### config.mk
export PLATFORM = sky130hd
export DESIGN_NAME = ahb_gpio_port
export DESIGN_NICKNAME = d
export VERILOG_FILES = /design/src/rtl/ahb_gpio_port.sv
export SDC_FILE = /design/constraint.sdc
export NUM_CORES = 1
export LEC_CHECK = 0
export ABC_AREA = 1
export ABC_CLOCK_PERIOD_IN_PS = 1800
export BUFFER_PORTS_ARGS = -buffer_cell sky130_fd_sc_hd__buf_4
export CORE_MARGIN = 8
export CORE_UTILIZATION = 45
export CTS_BUF_LIST = sky130_fd_sc_hd__clkbuf_2 sky130_fd_sc_hd__clkbuf_4 sky130_fd_sc_hd__clkbuf_8
export CTS_CLUSTER_DIAMETER = 200
export CTS_CLUSTER_SIZE = 25
export DETAILED_ROUTE_END_ITERATION = 16
export PLACE_DENSITY_LB_ADDON = 0.3
export REMOVE_ABC_BUFFERS = 1
export SLEW_MARGIN = 20
export SYNTH_ARGS = -nofsm -noshare
export SYNTH_HDL_FRONTEND = slang
export SYNTH_SLANG_ARGS = --single-unit
### constraint.sdc
create_clock -name HCLK -period 1.8 [get_ports HCLK]
set_clock_uncertainty 0.2 [all_clocks]
set_input_delay 0.09 -clock HCLK [delete_from_list [all_inputs] [get_ports HCLK]]
set_output_delay 0.09 -clock HCLK [all_outputs]
set_load 0.005 [all_outputs]
### src/rtl/ahb_gpio_port.sv
// AHB-Lite GPIO port: output/enable registers, synchronized inputs with
// rising-edge interrupt status, zero-wait-state slave interface.
module ahb_gpio_port #(
  parameter logic [31:0] OUT_RESET = 32'h0000_0000,
  parameter logic [31:0] OE_RESET  = 32'h0000_0000
) (
  input  logic        HCLK,
  input  logic        HRESET,
  input  logic        HSEL,
  input  logic [31:0] HADDR,
  input  logic [1:0]  HTRANS,
  input  logic        HWRITE,
  input  logic [2:0]  HSIZE,
  input  logic        HREADY,
  input  logic [31:0] HWDATA,
  output logic [31:0] HRDATA,
  output logic        HREADYOUT,
  output logic        HRESP,
  output logic [31:0] GPIO_OUT,
  output logic [31:0] GPIO_OE,
  input  logic [31:0] GPIO_IN,
  output logic        IRQ
);

  typedef enum logic [2:0] {
    AddrOut   = 3'd0,
    AddrOe    = 3'd1,
    AddrIn    = 3'd2,
    AddrIrqEn = 3'd3,
    AddrIrqSt = 3'd4,
    AddrSet   = 3'd5,
    AddrClr   = 3'd6,
    AddrRsvd  = 3'd7
  } reg_addr_e;

  logic        valid_q, write_q, size_ok_q;
  reg_addr_e   addr_q;
  logic [31:0] out_q, out_d;
  logic [31:0] oe_q, oe_d;
  logic [31:0] irq_en_q, irq_en_d;
  logic [31:0] status_q, status_d;
  logic [31:0] sync_q, data_in_q, prev_q;
  logic [31:0] w1c;
  logic        xfer_req, wr_en;

  logic unused_bits;
  assign unused_bits = ^{HADDR[31:5], HADDR[1:0], HTRANS[0]};

  assign xfer_req  = HSEL & HREADY & HTRANS[1];
  assign HREADYOUT = 1'b1;
  assign HRESP     = 1'b0;

  // Address phase capture; held while another slave stretches the bus.
  always_ff @(posedge HCLK) begin
    if (HRESET) begin
      valid_q   <= 1'b0;
      write_q   <= 1'b0;
      size_ok_q <= 1'b0;
      addr_q    <= AddrOut;
    end else if (HREADY) begin
      valid_q <= xfer_req;
      if (xfer_req) begin
        addr_q    <= reg_addr_e'(HADDR[4:2]);
        write_q   <= HWRITE;
        size_ok_q <= (HSIZE == 3'b010);
      end
    end
  end

  assign wr_en = valid_q & write_q & size_ok_q & HREADY;

  always_comb begin
    out_d    = out_q;
    oe_d     = oe_q;
    irq_en_d = irq_en_q;
    w1c      = '0;
    if (wr_en) begin
      case (addr_q)
        AddrOut:   out_d    = HWDATA;
        AddrOe:    oe_d     = HWDATA;
        AddrIrqEn: irq_en_d = HWDATA;
        AddrIrqSt: w1c      = HWDATA;
        AddrSet:   out_d    = out_q | HWDATA;
        AddrClr:   out_d    = out_q & ~HWDATA;
        default:   ;
      endcase
    end
    // A new rising edge overrides a same-cycle clear.
    status_d = (status_q & ~w1c) | (data_in_q & ~prev_q);
  end

  always_ff @(posedge HCLK) begin
    if (HRESET) begin
      out_q     <= OUT_RESET;
      oe_q      <= OE_RESET;
      irq_en_q  <= '0;
      status_q  <= '0;
      sync_q    <= '0;
      data_in_q <= '0;
      prev_q    <= '0;
    end else begin
      out_q     <= out_d;
      oe_q      <= oe_d;
      irq_en_q  <= irq_en_d;
      status_q  <= status_d;
      sync_q    <= GPIO_IN;
      data_in_q <= sync_q;
      prev_q    <= data_in_q;
    end
  end

  always_comb begin
    HRDATA = '0;
    if (valid_q && !write_q && !HRESET) begin
      case (addr_q)
        AddrOut:   HRDATA = out_q;
        AddrOe:    HRDATA = oe_q;
        AddrIn:    HRDATA = data_in_q;
        AddrIrqEn: HRDATA = irq_en_q;
        AddrIrqSt: HRDATA = status_q;
        default:   HRDATA = '0;
      endcase
    end
  end

  assign GPIO_OUT = out_q;
  assign GPIO_OE  = oe_q;
  assign IRQ      = ~HRESET & (|(status_q & irq_en_q));

endmodule

# Word level (Yosys, flattened, before mapping)
# Cells that the tools add are included.
dict set report word_totals {
  regBits 230
  input_bits 106
  output_inout_bits 99
  elab_cells 50
}
dict set report op_classes {
  n_eq_ne 7
  muxes 5
  bitwise 16
  n_reduce_logical 11
}
# op count
set op_table {}
lappend op_table {{32-bit case mux with 5 select lines} 1}
lappend op_table {{32-bit bitwise AND} 4}
lappend op_table {{32-bit 2-to-1 mux} 3}
lappend op_table {{32-bit NOT} 3}
lappend op_table {{32-bit case mux with 3 select lines} 1}
lappend op_table {{32-bit bitwise OR} 2}
lappend op_table {{32-bit OR reduction} 1}
lappend op_table {{3-bit by 2-bit equality test with 1-bit output (second input constant)} 3}
lappend op_table {{3-bit equality test (second input constant)} 3}
lappend op_table {{2-bit AND reduction} 4}
lappend op_table {{1-bit bitwise AND} 6}
lappend op_table {{3-bit by 1-bit equality test with 1-bit output (second input constant)} 1}
lappend op_table {{3-bit zero test} 1}
lappend op_table {{3-bit nonzero test} 1}
lappend op_table {{1-bit logical AND} 2}
lappend op_table {{1-bit zero test} 2}
lappend op_table {{1-bit NOT} 1}

# Longest topological paths before layout
# Gate-level depths: netlist of run 1.
dict set report logic_depth {
  depth_word 7
  depth_mapped 9
  mapped_depth_nobuf 8
}

# Worst setup path after synthesis of run 1
# Ideal clock, no wire load.
dict set report synth_timing {
  path_kind {register -> register}
  startpoint {reg addr_q[2]}
  endpoint {reg out_q[10] (netlist: GPIO_OUT[10])}
  setup_time_ns 0.132
  arrival_ns 1.260
  t_required_ns 1.468
  path_slack_ns 0.207
  path_stages_with_launch 10
  n_path_buf 2
  synth_period_minus_slack_ns 1.593
  cell_sequence {dfxtp_1 > buf_2 > inv_2 > nand2_1 > nand3_1 > nand2_1 > inv_2 > buf_2 > nand2_1 > a21oi_1}
}
dict set report synth_via {
  elab_chain_len 3
  elab_cells_between_ends 6
  classes_between {eq/ne: 2; mux: 1; reduce/logical: 3}
}
# item line
set synth_rtl {}
lappend synth_rtl {{from (decl)} 37} ;# reg_addr_e addr_q;
lappend synth_rtl {{from (signal assigned)} 59} ;# addr_q <= AddrOut;
lappend synth_rtl {{from (signal assigned)} 63} ;# addr_q <= reg_addr_e'(HADDR[4:2]);
lappend synth_rtl {{3-bit equality test or 3-bit zero test (tied branches)} 78} ;# case (addr_q)
lappend synth_rtl {{3-bit nonzero test (no source line)} n/a}
lappend synth_rtl {{2-bit AND reduction (no source line)} n/a}
lappend synth_rtl {{to (signal assigned)} 102} ;# out_q <= out_d;
lappend synth_rtl {{to (decl)} 38} ;# logic [31:0] out_q, out_d;
# Parallel ways exist; a longest one is shown, timed or not.
# A chain may end at the register's enable or synchronous reset.

# Final worst setup path of run 1
dict set report layout_timing {
  startpoint {reg addr_q[1]}
  endpoint {out HRDATA[24]}
}
dict set report layout_via {
  elab_chain_len 3
  elab_cells_between_ends 7
  classes_between {eq/ne: 4; mux: 2; reduce/logical: 1}
}
# item line
set layout_rtl {}
lappend layout_rtl {{3-bit equality test (tied with other cells)} 115} ;# case (addr_q)
lappend layout_rtl {{32-bit case mux with 5 select lines (*)} 115}
lappend layout_rtl {{32-bit 2-to-1 mux (*)} 114} ;# if (valid_q && !write_q && !HRESET) begin
lappend layout_rtl {{to (decl)} 16} ;# output logic [31:0] HRDATA,
# Every way passes the cells marked *; elsewhere a longest branch is shown, timed or not.

==> metrics.cfg, run 1 <==
[synth]
yosysSeqAreaShare_pct=46.6
syn_avg_cell_area_um2=6.61
ys_seq_elements=230
synth_area_um2=9880
synth_area_leader_cell=dfxtp_1
yosysWarnings=0
synthDistinctLibCells=21
synthCells=1495
yosysTopAreaCellShare_pct=46.6
ys_top_cells_by_area=dfxtp_1 47%, nand2_1 15%, nor2_1 10%

[route]
vias_per_cell=5.20
wl_per_cell_um=16.9
drt.antenna.violating_nets=0
wl_met2_mm=16.4
dr_wl_met3_mm=3.15
wirelength_mm=34.8
drc=0
drtPass1Iterations=5
met1Wirelength_mm=14.1
vias=10700
routed.top_layer=met4
drt_iter0_drc=927

[sta]
period_share_pct=127
maxClockFrequency_mhz=439
fin_crit_ps=2280
finalWorstSetupSlack_ps=-480
finalHoldViolations=0
drv_slew=0
rsz0062_at_grt=true
setup_viol=35

[placed_design]
gp_congestion=0.815
placed_cell_area_um2=11800
hpwl_mm=20.8
numPortBuffers=172
dp.cells=1912
dpl_worst_slack_ps=11.0

[floorplanning]
fp.dieW_um=164
top_level_ports=205
rows=54
dieArea_um2=26900
start_util_pct=45.5
core_area_um2=21700
die_h_um=164

[clock_tree]
cts.root.buffer_cell=clkbuf_8
h-tree-depth=1
clkLatencyLatePin_ps=520
tritoncts=done
cts-buffers-inserted=13
cts_buffer_depth=3
clock-sinks=230
path_clk_slew_ps=140

[power]
powerDensity_nw_per_um2=631
ir_worst_vdd_v=0.000521
p_leak_nw=6.52
finalPower_mw=8.77

[critical_path]
arrival_ps=1990
rrSetupSlack_ps=50
critPathKind=register to primary output
r2r-end=GPIO_OE[7]
r2r-start=addr_q[1]
reg2reg_depth=8
cp-start-kind=register
crit_path_start=addr_q[1]
worst_setup_path_end_kind=primary output
cp_max_fo=5
required_ps=1510

[layout]
final_area_um2=13900
stdcell_count=2059
diodes=0
layout.nets=1885
layout-drive-gt1-share_pct=23.1
area_growth_syn_to_layout_pct=40.8

[outcome]
violations=setup timing
status=complete, but fails checks

[min_path]
min_to=sync_q[6]
holdPathStages=4
hold_path_class=input pin to register
min_from=GPIO_IN[6]

[grt]
grt_pass1_wl_mm=52.0
first_global_vias=9947
grt_max_degree=110
grtUsageTotal_pct=24.0
grt_antenna_before_repair=0
grt_overflow=0

[flow_run]
maxCapViolations=0

-- flip-flops by register name, summed over array words and instances, names as in the netlist --
name / flops
addr_q: 3
sync_q: 32
size_ok_q: 1
valid_q: 1
data_in_q: 32
status_q: 32
GPIO_OUT: 32
prev_q: 32
write_q: 1
GPIO_OE: 32
irq_en_q: 32
-- logic make-up after synthesis --
| family | share of synthesized area, % |
|---|---|
| compound gates | 11.6 |
| buf+inv | 10.2 |
| flops | 46.6 |
| other cells | 0.0760 |
| simple gates | 31.5 |
-- Yosys cell counts --
library cell and count:
buf_1 1, dfxtp_1 230, nand4_1 1, nand3_1 117
o21ai_1 28, clkbuf_1 56, buf_2 23, nor2_2 2
a21oi_1 134, nor3b_1 1, inv_1 172, buf_4 2
conb_1 2, o21ai_0 43, nor2_1 271, o22ai_1 1
o211ai_1 15, nand2_1 390, nor2_4 1, nor3_2 1
inv_2 4
-- per-stage QoR --
step | hold slack (ps) | util [%] | TNS, ps
finish | 150 | 64.1 | -13510
global route | 153 | 64.1 | -17070
CTS | 110 | 61.6 | -16500
detailed placement | 95.2 | 54.2 | 0
global placement | 87.9 | 54.2 | 0
floorplan | -40.9 | - | -147290
-- worst max-delay path: stages (launching register included) --
cell,delay [ps]
dfxtp_4,390
buf_6,130
nor2_4,140
nand2_4,90
inv_8,100
buf_12,100
clkbuf_16,140
nand2_4,50
nand2_2,70
nor2_2,40
nor2_1,100
buf_4,120
-- how the worst max path moves through the flow --
stage | cells after the start | slack (ps) | end
floorplan | 7 | -1680 | GPIO_OUT[0]
global placement | 8 | 30 | HRDATA[8]
detailed placement | 8 | 10 | HRDATA[23]
CTS | 9 | -410 | HRDATA[14]
global route | 9 | -580 | HRDATA[21]
finish | 11 | -480 | HRDATA[24]
-- power breakdown --
group | leakage, nW | switching (mW) | internal [mW]
Sequential | 1.89 | 0.0744 | 5.22
Clock | 0.103 | 1.65 | 0.704
Combinational | 4.52 | 0.592 | 0.527
Total | 6.52 | 2.32 | 6.46
-- placed cells by master (no fill, tap or decap), types with 2 or more instances in the layout --
cell           synthesis  final
buf_8                  0      5
nor2_4                 1      8
nor2_1               271    246
o21ai_2                0      3
nand3_2                0     18
inv_2                  4      4
buf_12                 0     17
inv_4                  0      3
o21ai_1               28     27
dlygate4sd3_1          0    107
a21oi_1              134    133
nand2_1              390    338
nand2_2                0     41
conb_1                 2      2
buf_16                 0      3
nand3_1              117     98
o21ai_0               43     41
o211ai_1              15     15
dfxtp_1              230    191
buf_6                  0     13
dfxtp_2                0     36
buf_4                  2    201
nor2_2                 2     20
clkbuf_8               0     13
inv_1                172    167
nand2_4                0     11
dfxtp_4                0      3
clkbuf_16              0      4
-- area by class of cell --
cell class	count	area, um^2
timing repair buffer	351	3330
inverter	176	681
clock inverter	2	27.5
tap	280	350
sequential	230	4660
clock buffer	13	179
fill	1859	7780
multi-input combinational	1007	4670
-- per-layer routing --
layer	vias up	global-route usage, %
met5	-	0
met4	0	8.51
met3	91	4.14
met2	522	40.7
met1	4925	30.1
li1	5170	-
-- repair_timing --
action                                 in CTS  in global routing
gates resized for setup                    53                139
buffers inserted                            9                  9
pin swaps                                  15                 59
setup endpoints to repair                  33                119
gates cloned                                5                  4
hold buffers                              106                  2
endpoints found under the hold margin     226                 53
Power figures use the tool's default switching activity.
==> run 2, diff against run 1 <==
- SKIP_LAST_GASP: not set -> 1
- SLEW_MARGIN: 20 -> not set
==> run 2 against run 1 <==
  * The flow still finishes with violations (setup timing)
  * Setup slack gained 9.3 ps
  * Die area is the same
  * Cell area shrank 0.27%
  * Combinational power is essentially flat
  * Clock power is essentially flat
  * Wire length shrank 0.15%
  * Global-route usage is the same
  * Maximum frequency grew 0.41%
  * Sequential share of layout area grew 0.082 points
==> metrics.cfg, run 2 (synthesized netlist as in run 1, its figures left out) <==
[floorplanning]
die_h_um=164
fp.dieW_um=164
top_level_ports=205
dieArea_um2=26900
core_area_um2=21700
rows=54
start_util_pct=45.5

[sta]
drv_slew=0
setup_viol=35
finalWorstSetupSlack_ps=-471
maxClockFrequency_mhz=440
fin_crit_ps=2270
period_share_pct=126
finalHoldViolations=0
setup-tns-final_ps=-13320
rsz0062_at_grt=true

[grt]
grt_pass1_wl_mm=52.0
grt_max_degree=110
first_global_vias=9947
grt_antenna_before_repair=0
grtUsageTotal_pct=24.0
grt_overflow=0

[critical_path]
crit_path_start=addr_q[1]
arrival_ps=1980
required_ps=1510
slowest_stage=dfxtp_4
r2r-start=addr_q[1]
path_cells=buf_6, nor2_4, nand2_4, inv_8, buf_12, clkbuf_16, nand2_4, nand2_2, nor2_2, nor2_1, buf_4
cp_common_cell=nand2_4
critPathMaxStageDelay_ps=390
worst_setup_path_end_kind=primary output
cp_max_fo=5
cp-start-kind=register
critPathKind=register to primary output

[route]
vias_per_cell=5.18
drt.antenna.violating_nets=0
vias=10700
drt_iter0_drc=941
drc=0
wirelength_mm=34.8
wl_per_cell_um=16.9
drtPass1Iterations=5

[layout]
final_cell_mix=347 x nand2_1, 246 x nor2_1, 201 x buf_4
area_growth_syn_to_layout_pct=40.4
fill_cells=1871
layout.nets=1885
layout-drive-gt1-share_pct=22.4
layout_commonest_cell=nand2_1
diodes=0

[flow_run]
maxCapViolations=0

[placed_design]
hpwl_mm=20.8
numPortBuffers=172
dpl_worst_slack_ps=11.0
gp_congestion=0.815

[power]
powerDensity_nw_per_um2=632
ir_worst_vdd_v=0.000520
finalPower_mw=8.77
p_leak_nw=6.50

[clock_tree]
cts.root.buffer_cell=clkbuf_8
cts_buffer_depth=3
tritoncts=done
h-tree-depth=1
clkLatencyLatePin_ps=520
path_clk_slew_ps=140
cts-buffers-inserted=13
clock-sinks=230

[outcome]
status=complete, but fails checks
violations=setup timing

[min_path]
min_from=GPIO_IN[6]
hold_path_class=input pin to register

## run 2: cell type report
cell class / instances / area [um^2] / area share, %
clock buffers: 13 / 179 / 1.29
clock inverters: 2 / 27.5 / 0.199
inverters: 176 / 681 / 4.91
multi-input cells: 1007 / 4640 / 33.4
flip-flops and latches: 230 / 4660 / 33.6
well taps: 280 / 350 / 2.53
repair buffers: 351 / 3330 / 24.0
## run 2: worst paths after layout
kind	slack, ps	end	cells past startpoint
min reg2reg	170	data_in_q[6]	2
max reg2reg	40	GPIO_OE[7]	8
max	-470	HRDATA[24]	11
min	150	sync_q[6]	4
## run 2: metal layers
layer / part of all wire [%] / global-route usage (%)
met5: 0 / 0
met4: 3.4 / 8.51
met3: 8.9 / 4.14
met2: 47 / 40.7
met1: 41 / 30.1
## run 2: what timing repair did
item,in CTS,in global routing
pin swaps,15,57
buffers inserted,9,9
hold buffers,106,2
endpoints found under the setup margin,33,119
resized for setup,53,126
gates cloned,5,4
endpoints found under the hold margin,226,53
## run 2: worst max-delay path, delay by kind of cell, from the launching register on
kind                   cells  cell delay (ps)
buffers and inverters      5              590
DFF                        1              390
and+or+nand+nor            6              490
## run 2: through the flow
step                instances  util, %  hold WS, ps  instance area [um^2]
floorplan                1413        -        -40.9                  9530
finish                   2059     63.9          145                 13900
CTS                      2047     61.6          110                 13400
detailed placement       1912     54.2         95.2                 11800
global placement         1912     54.2         87.9                 11800
global route             2059     63.9          153                 13900
## run 2: power by group
part	internal, mW	total (mW)	switching, mW
Clock	0.704	2.35	1.65
Combinational	0.526	1.12	0.591
Sequential	5.22	5.30	0.0734
==> run 3, diff against run 2 <==
- PLACE_DENSITY: not set -> 0.68
- PLACE_DENSITY_LB_ADDON: 0.3 -> not set
==> run 3 against run 2 <==
  * Hold slack worse by 130 ps
  * Non-clock buffer count down 8
  * Sequential share of layout area is 0.15 points higher
  * Register-to-register slack lost 160 ps
  * Core utilization fell by 0.57 points
  * Combinational power shrank 4%
  * The flow still finishes with violations (setup timing)
  * Largest cell class unchanged
==> metrics.cfg, run 3 (synthesized netlist as in run 1, its figures left out) <==
[sta]
finalHoldViolations=0
tightestPinTransition_ps=831
maxClockFrequency_mhz=425
setup_viol=72
period_share_pct=131
whs_ps=10.8
fin_crit_ps=2350
drv_slew=0
finalWorstSetupSlack_ps=-553
rsz0062_at_grt=true
slew_headroom_pct=44.4

[clock_tree]
cts.root.buffer_cell=clkbuf_8
tritoncts=done
path_clk_slew_ps=150
clock-sinks=230
h-tree-depth=1
cts_buffer_depth=3
cts-buffers-inserted=13
clkLatencyLatePin_ps=550

[placed_design]
hpwl_mm=21.9
gp_congestion=0.862
numPortBuffers=172
dpl_worst_slack_ps=-42.4

[flow_run]
maxCapViolations=0

[critical_path]
cp-start-kind=register
cp_max_fo=13
required_ps=1510
crit_family=buffers and inverters
worst_setup_path_end_kind=primary output
critPathKind=register to primary output
crit_buf_inv=4
critPathMaxStageDelay_ps=400
slowest_stage=dfxtp_4
path_cells=buf_6, nor3_4, buf_12, buf_4, nand2_1, o211ai_1, nor2_1, nor2_1, buf_4
arrival_ps=2060

[route]
drtPass1Iterations=6
vias_per_cell=5.21
drt_iter0_drc=935
vias=10700
wl_per_cell_um=17.0
wirelength_mm=34.9
drc=0
drt.antenna.violating_nets=0

[outcome]
violations=setup timing
status=complete, but fails checks

[layout]
fill_cells=1901
final_util_pct=63.4
final-seq-area_um2=4640
area_growth_syn_to_layout_pct=39.2
multi_input_area_um2=4630
layout-drive-gt1-share_pct=22.1
final_cell_mix=366 x nand2_1, 258 x nor2_1, 217 x buf_4
layout.nets=1877
layout_commonest_cell=nand2_1

[floorplanning]
start_util_pct=45.5
rows=54
die_h_um=164
fp.dieW_um=164
top_level_ports=205
core_area_um2=21700
dieArea_um2=26900

[grt]
grt_max_degree=79
grtUsageTotal_pct=23.9
grt_antenna_before_repair=1
grt_overflow=0
first_global_vias=10100
grt_pass1_wl_mm=52.1

[power]
finalPower_mw=8.73
ir_worst_vdd_v=0.000617
powerDensity_nw_per_um2=636
p_leak_nw=6.34

[min_path]
hold_path_class=input pin to register

==> run 3: changes by cell type in the layout (fill, tap and decap cells not counted), moves of 15 or more <==
cell,change
a21oi_1,-28
a21oi_2,+28
buf_4,+16
dfxtp_1,+16
dfxtp_2,-16
dlygate4sd3_1,-25
nand2_1,+19
nand2_2,-15
==> run 3: worst paths after layout <==
check	startpoint	end	slack [ps]	depth (start not counted)
max	addr_q[0]	HRDATA[15]	-550	9
min	HRESET	sync_q[24]	10	4
max reg2reg	addr_q[0]	status_q[9]	-120	10
min reg2reg	sync_q[5]	data_in_q[5]	160	2
==> run 3: per-stage QoR <==
step | TNS [ps] | instances | cell area, um^2
2_1_floorplan | -147290 | 1413 | 9530
3_3_place_gp | -185 | 1925 | 11900
3_5_place_dp | -422 | 1925 | 11900
4_1_cts | -14920 | 2029 | 13100
5_1_grt | -25890 | 2052 | 13700
6_report | -18940 | 2052 | 13700
==> run 3: worst min-delay path, delay by kind of cell <==
kind | cells | cell delay [ps]
simple gates | 1 | 120
buf+inv | 3 | 520
==> run 3: area by class of cell <==
| cell class | count | area share, % |
|---|---|---|
| inverter | 176 | 5.04 |
| tap | 280 | 2.55 |
| antenna | 1 | 0.0182 |
| multi-input combinational | 1007 | 33.7 |
| sequential | 230 | 33.8 |
| timing repair buffer | 343 | 23.4 |
| clock inverter | 2 | 0.200 |
| clock buffer | 13 | 1.30 |
==> run 3: where the power goes <==
group / leakage (nW) / total (mW) / internal [mW] / switching (mW)
registers: 1.88 / 5.30 / 5.22 / 0.0749
logic: 4.35 / 1.08 / 0.503 / 0.578
clock network: 0.103 / 2.36 / 0.704 / 1.65
total: 6.34 / 8.73 / 6.43 / 2.30
==> run 3: what timing repair did <==
| item | 4_1_cts | 5_1_grt |
|---|---|---|
| setup buffers | 7 | 10 |
| resized for setup | 47 | 101 |
| hold buffers | 81 | 4 |
| cloned | 1 | 10 |
| endpoints found under the hold margin | 176 | 23 |
| pin swaps | 16 | 32 |
| endpoints found under the setup margin | 60 | 108 |
==> run 3: layer usage <==
layer	share of wire [%]	vias up	global-route usage, %
li1	-	5169	-
met1	41	4951	30.6
met2	48	485	40.7
met3	9.0	76	3.83
met4	2.6	0	7.19
met5	0	-	0
